--- src/rtl/sync_fifo_param.sv ---
// Parametrised single-clock FIFO with registered read data, threshold flags,
// sticky error flags and synchronous flush. Define SYNC_FIFO_PEAK_EN to add a peak_level high-water mark output.
module sync_fifo_param #(
    parameter int DATA_W    = 8,
    parameter int DEPTH     = 16,
    parameter int AF_THRESH = DEPTH - 2,
    parameter int AE_THRESH = 2,
    localparam int ADDR_W   = $clog2(DEPTH)
) (
    input  logic              clk,
    input  logic              reset,
    input  logic              clear,
    input  logic              Write_En,
    input  logic [DATA_W-1:0] datain,
    input  logic              Read_En,
    output logic [DATA_W-1:0] dataout,
    output logic              rd_valid,
    output logic              full,
    output logic              empty,
    output logic              almost_full,
    output logic              almost_empty,
    output logic [ADDR_W:0]   count,
    output logic              overflow,
    output logic              underflow
`ifdef SYNC_FIFO_PEAK_EN
    ,
    output logic [ADDR_W:0]   peak_level
`endif
);

    localparam int CW = ADDR_W + 1;

    logic [DATA_W-1:0] mem [DEPTH];
    logic [ADDR_W-1:0] wr_ptr;
    logic [ADDR_W-1:0] rd_ptr;
    logic [ADDR_W:0]   count_nxt;
    logic              wr_acc;
    logic              rd_acc;

    // Flags decode only the registered count, so no enable reaches full/empty combinationally.
    assign full         = (count == CW'(DEPTH));
    assign empty        = (count == '0);
    assign almost_full  = (count >= CW'(AF_THRESH));
    assign almost_empty = (count <= CW'(AE_THRESH));

    // A full FIFO still takes a write when a read frees a slot on the same edge.
    assign rd_acc = Read_En & ~empty;
    assign wr_acc = Write_En & (~full | rd_acc);

    always_comb begin
        count_nxt = count;
        if (clear) begin
            count_nxt = '0;
        end else if (wr_acc && !rd_acc) begin
            count_nxt = count + 1'b1;
        end else if (rd_acc && !wr_acc) begin
            count_nxt = count - 1'b1;
        end
    end

    // Storage is deliberately left unreset.
    always_ff @(posedge clk) begin
        if (wr_acc && !clear) begin
            mem[wr_ptr] <= datain;
        end
    end

    always_ff @(posedge clk or negedge reset) begin
        if (!reset) begin
            wr_ptr    <= '0;
            rd_ptr    <= '0;
            count     <= '0;
            dataout   <= '0;
            rd_valid  <= 1'b0;
            overflow  <= 1'b0;
            underflow <= 1'b0;
        end else if (clear) begin
            wr_ptr    <= '0;
            rd_ptr    <= '0;
            count     <= '0;
            rd_valid  <= 1'b0;
            overflow  <= 1'b0;
            underflow <= 1'b0;
        end else begin
            count    <= count_nxt;
            rd_valid <= rd_acc;
            if (wr_acc) begin
                wr_ptr <= wr_ptr + 1'b1;
            end
            if (rd_acc) begin
                dataout <= mem[rd_ptr];
                rd_ptr  <= rd_ptr + 1'b1;
            end
            if (Write_En && !wr_acc) begin
                overflow <= 1'b1;
            end
            if (Read_En && empty) begin
                underflow <= 1'b1;
            end
        end
    end

`ifdef SYNC_FIFO_PEAK_EN
    always_ff @(posedge clk or negedge reset) begin
        if (!reset) begin
            peak_level <= '0;
        end else if (clear) begin
            peak_level <= '0;
        end else if (count_nxt > peak_level) begin
            peak_level <= count_nxt;
        end
    end
`endif

endmodule

--- config.mk ---
export PLATFORM = sky130hd
export DESIGN_NAME = sync_fifo_param
export DESIGN_NICKNAME = d
export VERILOG_FILES = /design/src/rtl/sync_fifo_param.sv
export SDC_FILE = /design/constraint.sdc
export NUM_CORES = 1
export LEC_CHECK = 0
export ABC_CLOCK_PERIOD_IN_PS = 5100
export CAP_MARGIN = 0
export CORE_ASPECT_RATIO = 0.75
export CORE_UTILIZATION = 55
export CTS_CLUSTER_SIZE = 14
export DETAILED_ROUTE_END_ITERATION = 7
export DONT_BUFFER_PORTS = 1
export PLACE_DENSITY_LB_ADDON = 0.12
export SLEW_MARGIN = 20
export SYNTH_ARGS = -nofsm -noshare
export SYNTH_HDL_FRONTEND = slang
export SYNTH_SLANG_ARGS = --single-unit
--- constraint.sdc ---
create_clock -name clk -period 5.1 [get_ports clk]
set_clock_uncertainty 0.2 [all_clocks]
set_input_delay 0.765 -clock clk [delete_from_list [all_inputs] [get_ports clk]]
set_output_delay 0.765 -clock clk [all_outputs]
set_load 0.02 [all_outputs]
## Word level (Yosys, flattened, before mapping)

Memory sizes are Yosys's and may differ from the RTL's. A register that Yosys moved wholly into a read port is not among the register bits.
Cells that the tools add are included.

- RAM bits: 128
- Word-level logic and storage cells: 50
- Flip-flop bits (word level): 16
- Memories kept: 1
- Bits of input ports: 13
- Output and inout port bits: 20

Memories:

| name | depth | width | rd ports | clocked after Yosys merged registers in | wr ports | line | text |
|---|---|---|---|---|---|---|---|
| mem | 16 | 8 | 1 | 1 | 1 | 33 | `logic [DATA_W-1:0] mem [DEPTH];` |

- Muxes and demuxes: 14
- $lt $le $gt $ge: 2
- Bitwise operators: 6
- Equality and inequality tests: 1
- Add/sub/neg operators: 4
- Reduce and logical (&&, ||, !) cells: 16

Operator list:

| cell | count |
|---|---|
| $mux 4 | 4 |
| $mux 5 | 3 |
| $add 4x1->4 const B | 2 |
| $reduce_bool 2->1 | 4 |
| $mux 1 | 7 |
| $add 5x1->5 const B | 1 |
| $eq 5x5->1 const B | 1 |
| $ge 5x4->1 const B | 1 |
| $le 5x2->1 const B | 1 |
| $logic_and 1x1->1 | 5 |
| $logic_not 5->1 | 1 |
| $sub 5x1->5 const B | 1 |
| $logic_not 1->1 | 4 |
| $not 1->1 | 3 |
| $reduce_bool 3->1 | 1 |
| $and 1x1->1 | 2 |
| $reduce_and 2->1 | 1 |
| $or 1x1->1 | 1 |

## Depth between registers and ports, before layout

Gate-level depths: netlist of run 1.

- Depth after elaboration: 10
- Depth in mapped cells: 8

## Worst setup path before layout of run 1

Ideal clock, no wire load.

- Path type: input to register
- From: input Read_En
- To: register count[4]
- Path buffers: 1
- Data required time: 4.832 ns
- Setup slack: 2.087 ns
- Stages on the path: 8
- Setup time: 0.068 ns
- Data arrival time: 2.745 ns
- Cells stage by stage: clkbuf_1 -> nor2b_1 -> mux2i_1 -> ha_1 -> a21o_1 -> a21o_1 -> o31a_1 -> nand3_1

- Longest elaborated chain between the ends: 6
- Elaborated cells between the ends (all ways): 10
- Those cells by class: mux: 2; bitwise: 3; reduce/logical: 5

Ends and longest elaborated chain:

| what | line | text |
|---|---|---|
| from (decl) | 15 | `input logic Read_En,` |
| $and 1x1->1 * | 47 | `assign rd_acc = Read_En & ~empty;` |
| $or 1x1->1 | 48 | `assign wr_acc = Write_En & (~full \| rd_acc);` |
| $and 1x1->1 | 48 |  |
| $logic_and 1x1->1 / $logic_not 1->1 (equally long branches) | 54, 56 |  |
| $mux 5 / $logic_and 1x1->1 (equally long branches) | 54, 56 |  |
| $mux 5 / $reduce_bool 3->1 (equally long branches) | - |  |
| to (signal assigned) | 85 | `count <= count_nxt;` |
| to (decl) | 22 | `output logic [ADDR_W:0] count,` |

Mark *: on every way between the ends. The rest lies on a longest branch, timed or not.
A chain may end at the register's enable or synchronous reset.

## Worst setup path after layout of run 1

- From: register count[2]
- To: register count[4]

- Longest elaborated chain between the ends: 8
- Elaborated cells between the ends (all ways): 17
- Those cells by class: add/sub: 2; eq/ne: 1; mux: 3; bitwise: 5; reduce/logical: 6

Ends and longest elaborated chain:

| what |
|---|
| branches (longest 8 deep; another with $sub 5x1->5) |

Parallel ways; which one is timed is not known. The select of a mux whose other input is x is not followed.

==> results of run 1 <==
==> worst max path at each step <==
stage / slack (ns) / end / cells after the start / start
2_1_floorplan: 2.09 / count[4] / 8 / Read_En
6_report: 1.87 / count[4] / 7 / count[2]
3_3_place_gp: 1.96 / count[4] / 7 / count[3]
4_1_cts: 1.93 / count[4] / 7 / count[2]
5_1_grt: 1.67 / count[4] / 7 / count[2]
3_5_place_dp: 1.94 / count[4] / 7 / count[2]
==> kinds of logic after synthesis <==
logic type / count (synthesis) / synth area share
AO/OA/AOI/OAI: 33 / 0.0464
adder cells (fa/ha/maj): 10 / 0.0211
XOR/XNOR: 5 / 0.00696
flip-flops: 152 / 0.707
AND/OR/NAND/NOR: 70 / 0.0529
multiplexers: 53 / 0.148
buffers and inverters: 23 / 0.0175
==> through the flow <==
| step | hold WS (ns) | cells | cell area [um^2] | total power, mW | worst slack, ns |
|---|---|---|---|---|---|
| final | 0.212 | 507 | 7010 | 3.37 | 1.87 |
| after detailed placement | 0.270 | 473 | 6410 | 2.17 | 1.94 |
| after global placement | 0.270 | 473 | 6410 | 2.16 | 1.96 |
| after global routing | 0.191 | 507 | 7010 | 3.49 | 1.67 |
| after CTS | 0.190 | 507 | 7010 | 3.39 | 1.93 |
| after floorplan | 0.269 | 346 | 6290 | 2.05 | 2.09 |
==> sequential cells by signal (all words and copies together), names as in the netlist <==
| signal | flops |
|---|---|
| mem | 128 |
| dataout | 8 |
| count | 5 |
| rd_ptr | 4 |
| wr_ptr | 4 |
| overflow | 1 |
| rd_valid | 1 |
| underflow | 1 |
==> cell type report <==
cell class                 count  area (um^2)  area share
sequential                   152         4450       0.634
multi-input combinational    171         1730       0.247
clock buffer                  20          437      0.0623
tap                          140          175      0.0250
clock inverter                12          133      0.0189
timing repair buffer           6         60.1     0.00857
inverter                       6         25.0     0.00357
==> critical path: cells and delay by family, from the launching register on <==
family | cells | cell delay [ns]
multiplexers | 1 | 0.81
adder cells (fa/ha/maj) | 1 | 0.38
AND/OR/NAND/NOR | 2 | 0.61
AO/OA/AOI/OAI | 3 | 0.63
flip-flops | 1 | 0.54
==> layout by cell type, fill, tap and decap left out, types with 6 or more instances in the layout <==
| cell | count |
|---|---|
| mux4_2 | 32 |
| nand3_1 | 6 |
| nand2_1 | 16 |
| ha_1 | 9 |
| a21oi_1 | 6 |
| o221ai_1 | 6 |
| clkbuf_16 | 17 |
| edfxtp_1 | 128 |
| dfrtp_1 | 23 |
| nor2_1 | 27 |
| mux2i_1 | 20 |
==> power breakdown <==
group	internal, mW	switching [mW]
clock network	0.758	0.458
registers	1.42	0.171
logic	0.259	0.305
==> routing by layer <==
layer / vias to the layer above / track usage
met1: 1605 / 0.323
li1: 1393 / -
met2: 107 / 0.314
met3: 11 / 0.0748
met5: - / 0
met4: 0 / 0.0732
==> results.toml, run 1 <==
[synthesis]
netlist.top_cell.by_area = "edfxtp_1"
yosysMostFrequentCell = "edfxtp_1"
synthArstFlopShare = 0.158
synthesis.area_um2 = 6290
synth_ff_type = "edfxtp_1"
syn_nets = 369
synth_cell_types = 47
avgSynthCellArea_um2 = 18.2
yosysWarnings = 0
netlist.area_leader.share = 0.611
netlist_top_cells_area = "edfxtp_1 61%, mux4_2 11%, dfrtp_1 9.6%"
yosysSeqAreaShare = 0.707
ys_ff_latch = 152
synth-edff-count = 128
syn-instance-count = 346
synth_common_cells = "128 x edfxtp_1, 32 x mux4_2, 27 x nor2_1"

[run_status]
failed_checks = "DRC"
status = "finished with violations"

[timing]
finalCriticalPeriod_ns = 3.23
slew_headroom = 0.369
final-setup-viol-count = 0
timing.final.max_slew_violations = 0
fmax_ghz = 0.310
rsz0062_at_grt = "false"
fin_crit_sh = 0.633
fin_tns_setup_ns = 0
final-hold-violation-count = 0
worstMarginPinSlew_ns = 0.946

[critical_path]
critPathMaxStageDelay_ns = 0.81
crit_top_cell = "a21o_1"
required_ns = 5.25
path_max_fanout = 11
r2r-start = "count[2]"
reg2reg_slack_ns = 1.87
cp-start-kind = "register"
r2r_end = "count[4]"
end_kind = "register"
cp.arrival_ns = 3.38
worstRegToRegCells = 7
path_cells = "nor4_1 > mux2i_1 > ha_1 > a21o_1 > a21o_1 > o31a_1 > nand3_1"
slowest_stage = "mux2i_1"
crit_type = "register to register"

[clocking]
cts.repair.resized = 0
cts.path.max_buffers = 2
clk_pin_slew_ns = 0.06
ctsHoldBuffers = 2
cts.sink_count = 152
htreeDepth = 4
cts_made_buffers = 17
postCtsSetupBuffers = 0
insertion_delay_ns = 0.41
cts_tree = "done"
ctsRootBufferMaster = "clkbuf_16"

[routing]
vias = 3116
ant_nets = 0
dr_wl_met2_um = 5370
drt_iter0_drc = 311
routed_wirelength_um = 12000
drc = 2
wl_per_cell_um = 23.7
wl_met3_um = 904
met1Wirelength_um = 5620
via_per_inst = 6.15
top_layer_used = "met4"
dr.pass1.iters = 8

[layout]
drive_gt1_frac = 0.204
layout.nets = 377
nFillCells = 759
area_delta_synth_final_pct = 11.5
fin_util = 0.636
n_antenna_cell = 0

[floorplan]
dieArea_um2 = 11900
coreArea_um2 = 11000
initial_utilization = 0.570
io_pins = 33
die_x_um = 125
fp-row-count = 33
die_y_um = 94.6

[placed_design]
gp_congestion = 0.843
portBuffers = 0
hpwlAfterDp_um = 7710

[hold_path]
worstHoldStart = "clear"
hold-path-endpoint = "wr_ptr[0]"
hold_path.class = "input port to register"
hold_depth = 1

[global_route]
grt_max_degree = 35
gr-total-overflow = 0
first_global_vias = 2992
antenna_found_initial = 0
track_usage = 0.221
grt_pass1_wl_um = 18200

[power]
vdd_drop_max_v = 0.000252
p_leak_nw = 2.34
powerDensity_nw_per_um2 = 481

[flow_run]
max_cap_viol_count = 0
(Power assumes the default switching activity.)
==> run 2, diff against run 1 <==
ABC_CLOCK_PERIOD_IN_PS = 2900   (was 5100)
clock period = 2.9 ns   (was 5.1 ns; I/O delays follow)
==> run 2 against run 1 <==
Sequential share of layout area fell by 1.9 points. Total power rose by 84%. Setup slack got worse by 1.6 ns. The flow still finishes with violations (DRC). Flip-flop and latch count did not move. Die area did not move. Register-to-register slack got worse by 1.6 ns. Via count rose by 3.5%. Non-clock buffer count rose by 18.
==> results.toml, run 2 (synthesis gave the netlist of run 1 again) <==
[placed_design]
gp_congestion = 0.839
dp_worst_setup_slack_ns = 0.278
hpwlAfterDp_um = 7820
portBuffers = 0

[critical_path]
cp.arrival_ns = 2.03
cp-start-kind = "register"
slowest_stage = "or4_4"
required_ns = 2.27
end_kind = "primary output"
crit_type = "register to primary output"
path_max_fanout = 8
critPathMaxStageDelay_ns = 0.64
path_cells = "buf_4 > or4_4 > nor2_1"

[routing]
vias = 3226
ant_nets = 0
drc = 4
routed_wirelength_um = 12300
via_per_inst = 6.13
dr.pass1.iters = 8
wl_per_cell_um = 23.4
drt_iter0_drc = 498

[clocking]
cts.sink_count = 152
postCtsSetupBuffers = 0
cts.path.max_buffers = 2
ctsRootBufferMaster = "clkbuf_16"
cts_tree = "done"
insertion_delay_ns = 0.42
clk_pin_slew_ns = 0.06
htreeDepth = 4
cts_made_buffers = 17

[timing]
fmax_ghz = 0.375
slew_headroom = 0.327
fin_crit_sh = 0.919
final-setup-viol-count = 0
fin_tns_setup_ns = 0
timing.final.ws_setup_ns = 0.236
timing.final.max_slew_violations = 0
final-hold-violation-count = 0
rsz0062_at_grt = "false"
finalCriticalPeriod_ns = 2.66
worstMarginPinSlew_ns = 1.01

[layout]
largestRegisters = "mem x128, dataout x8, count x5"
drive_gt1_frac = 0.229
multiInputGateArea_um2 = 1730
largest_register_ffs = 128
nFillCells = 745
top_register = "mem"
final_common_cell = "edfxtp_1"
area.sequential_um2 = 4450
area_delta_synth_final_pct = 15.0
layout.nets = 395
final_cell_mix = "128 x edfxtp_1, 32 x mux4_2, 27 x nor2_1"

[global_route]
first_global_vias = 3202
gr-total-overflow = 0
track_usage = 0.232
antenna_found_initial = 1
grt_max_degree = 35
grt_pass1_wl_um = 19200

[power]
powerDensity_nw_per_um2 = 859
vdd_drop_max_v = 0.000529
p_leak_nw = 2.44

[run_status]
failed_checks = "DRC"
status = "finished with violations"

[floorplan]
initial_utilization = 0.570
die_y_um = 94.6
coreArea_um2 = 11000
die_x_um = 125
fp-row-count = 33
dieArea_um2 = 11900
io_pins = 33

[flow_run]
max_cap_viol_count = 0

[hold_path]
hold_path.class = "input port to register"
[run 2: cell types whose count changed in the layout (fill, tap and decap cells not counted)]
cell,change
clkbuf_1,-2
inv_8,+1
inv_6,+2
clkinv_1,-3
clkinvlp_4,+2
buf_4,+8
diode_2,+1
bufinv_16,+1
clkinv_4,+2
clkinv_2,-3
dlygate4sd3_1,+10
[run 2: routing by layer]
metal,vias up,track usage,routed length [um]
met3,15,0.0652,735
met4,0,0.0793,119
met2,108,0.328,5510
li1,1433,-,-
met5,-,0,0
met1,1670,0.347,5940
[run 2: stage by stage]
step           cells  hold slack, ns   util  instance area, um^2  power, mW
3_5_place_dp     481         -0.0595  0.587                 6470       3.87
5_1_grt          525          0.0781  0.656                 7230       6.45
6_report         526          0.0625  0.656                 7230       6.21
2_1_floorplan    346         -0.0606      -                 6290       3.60
4_1_cts          525          0.0380  0.656                 7230       6.24
3_3_place_gp     481         -0.0597  0.587                 6470       3.85
[run 2: report_power, final]
part / internal [mW] / switching (mW) / total, mW / leakage, nW
sequential: 2.50 / 0.190 / 2.69 / 1.47
combinational: 0.515 / 0.685 / 1.20 / 0.682
clock: 1.45 / 0.875 / 2.32 / 0.296
total: 4.46 / 1.75 / 6.21 / 2.44
[run 2: final cells by class]
cell class | count | area share
inverters | 6 | 0.00346
well taps | 140 | 0.0242
clock inverters | 14 | 0.0273
diodes | 1 | 0.000346
flip-flops and latches | 152 | 0.615
repair buffers | 24 | 0.0305
multi-input cells | 171 | 0.240
clock buffers | 18 | 0.0594
[run 2: path summary, 6_finish.rpt]
check,from,to,slack (ns),cells after the start
max,count[3],empty,0.24,3
min,clear,count[1],0.06,3
max reg2reg,count[3],count[4],0.25,8
min reg2reg,dataout[7],dataout[7],0.43,2
max in group asynchronous,reset,rd_ptr[1],2.09,2
min in group asynchronous,reset,count[2],0.26,2
[run 2: timing repair]
action / in CTS / in global routing
hold endpoints to repair: 163 / 0
gates resized for setup: 0 / 0
hold buffers: 12 / 0
setup endpoints to repair: 0 / 0
[run 2: worst max-delay path, delay by kind of cell, from the launching register on]
kind	cells	cell delay, ns
buffers and inverters	1	0.18
and+or+nand+nor	2	1.04
DFF	1	0.39
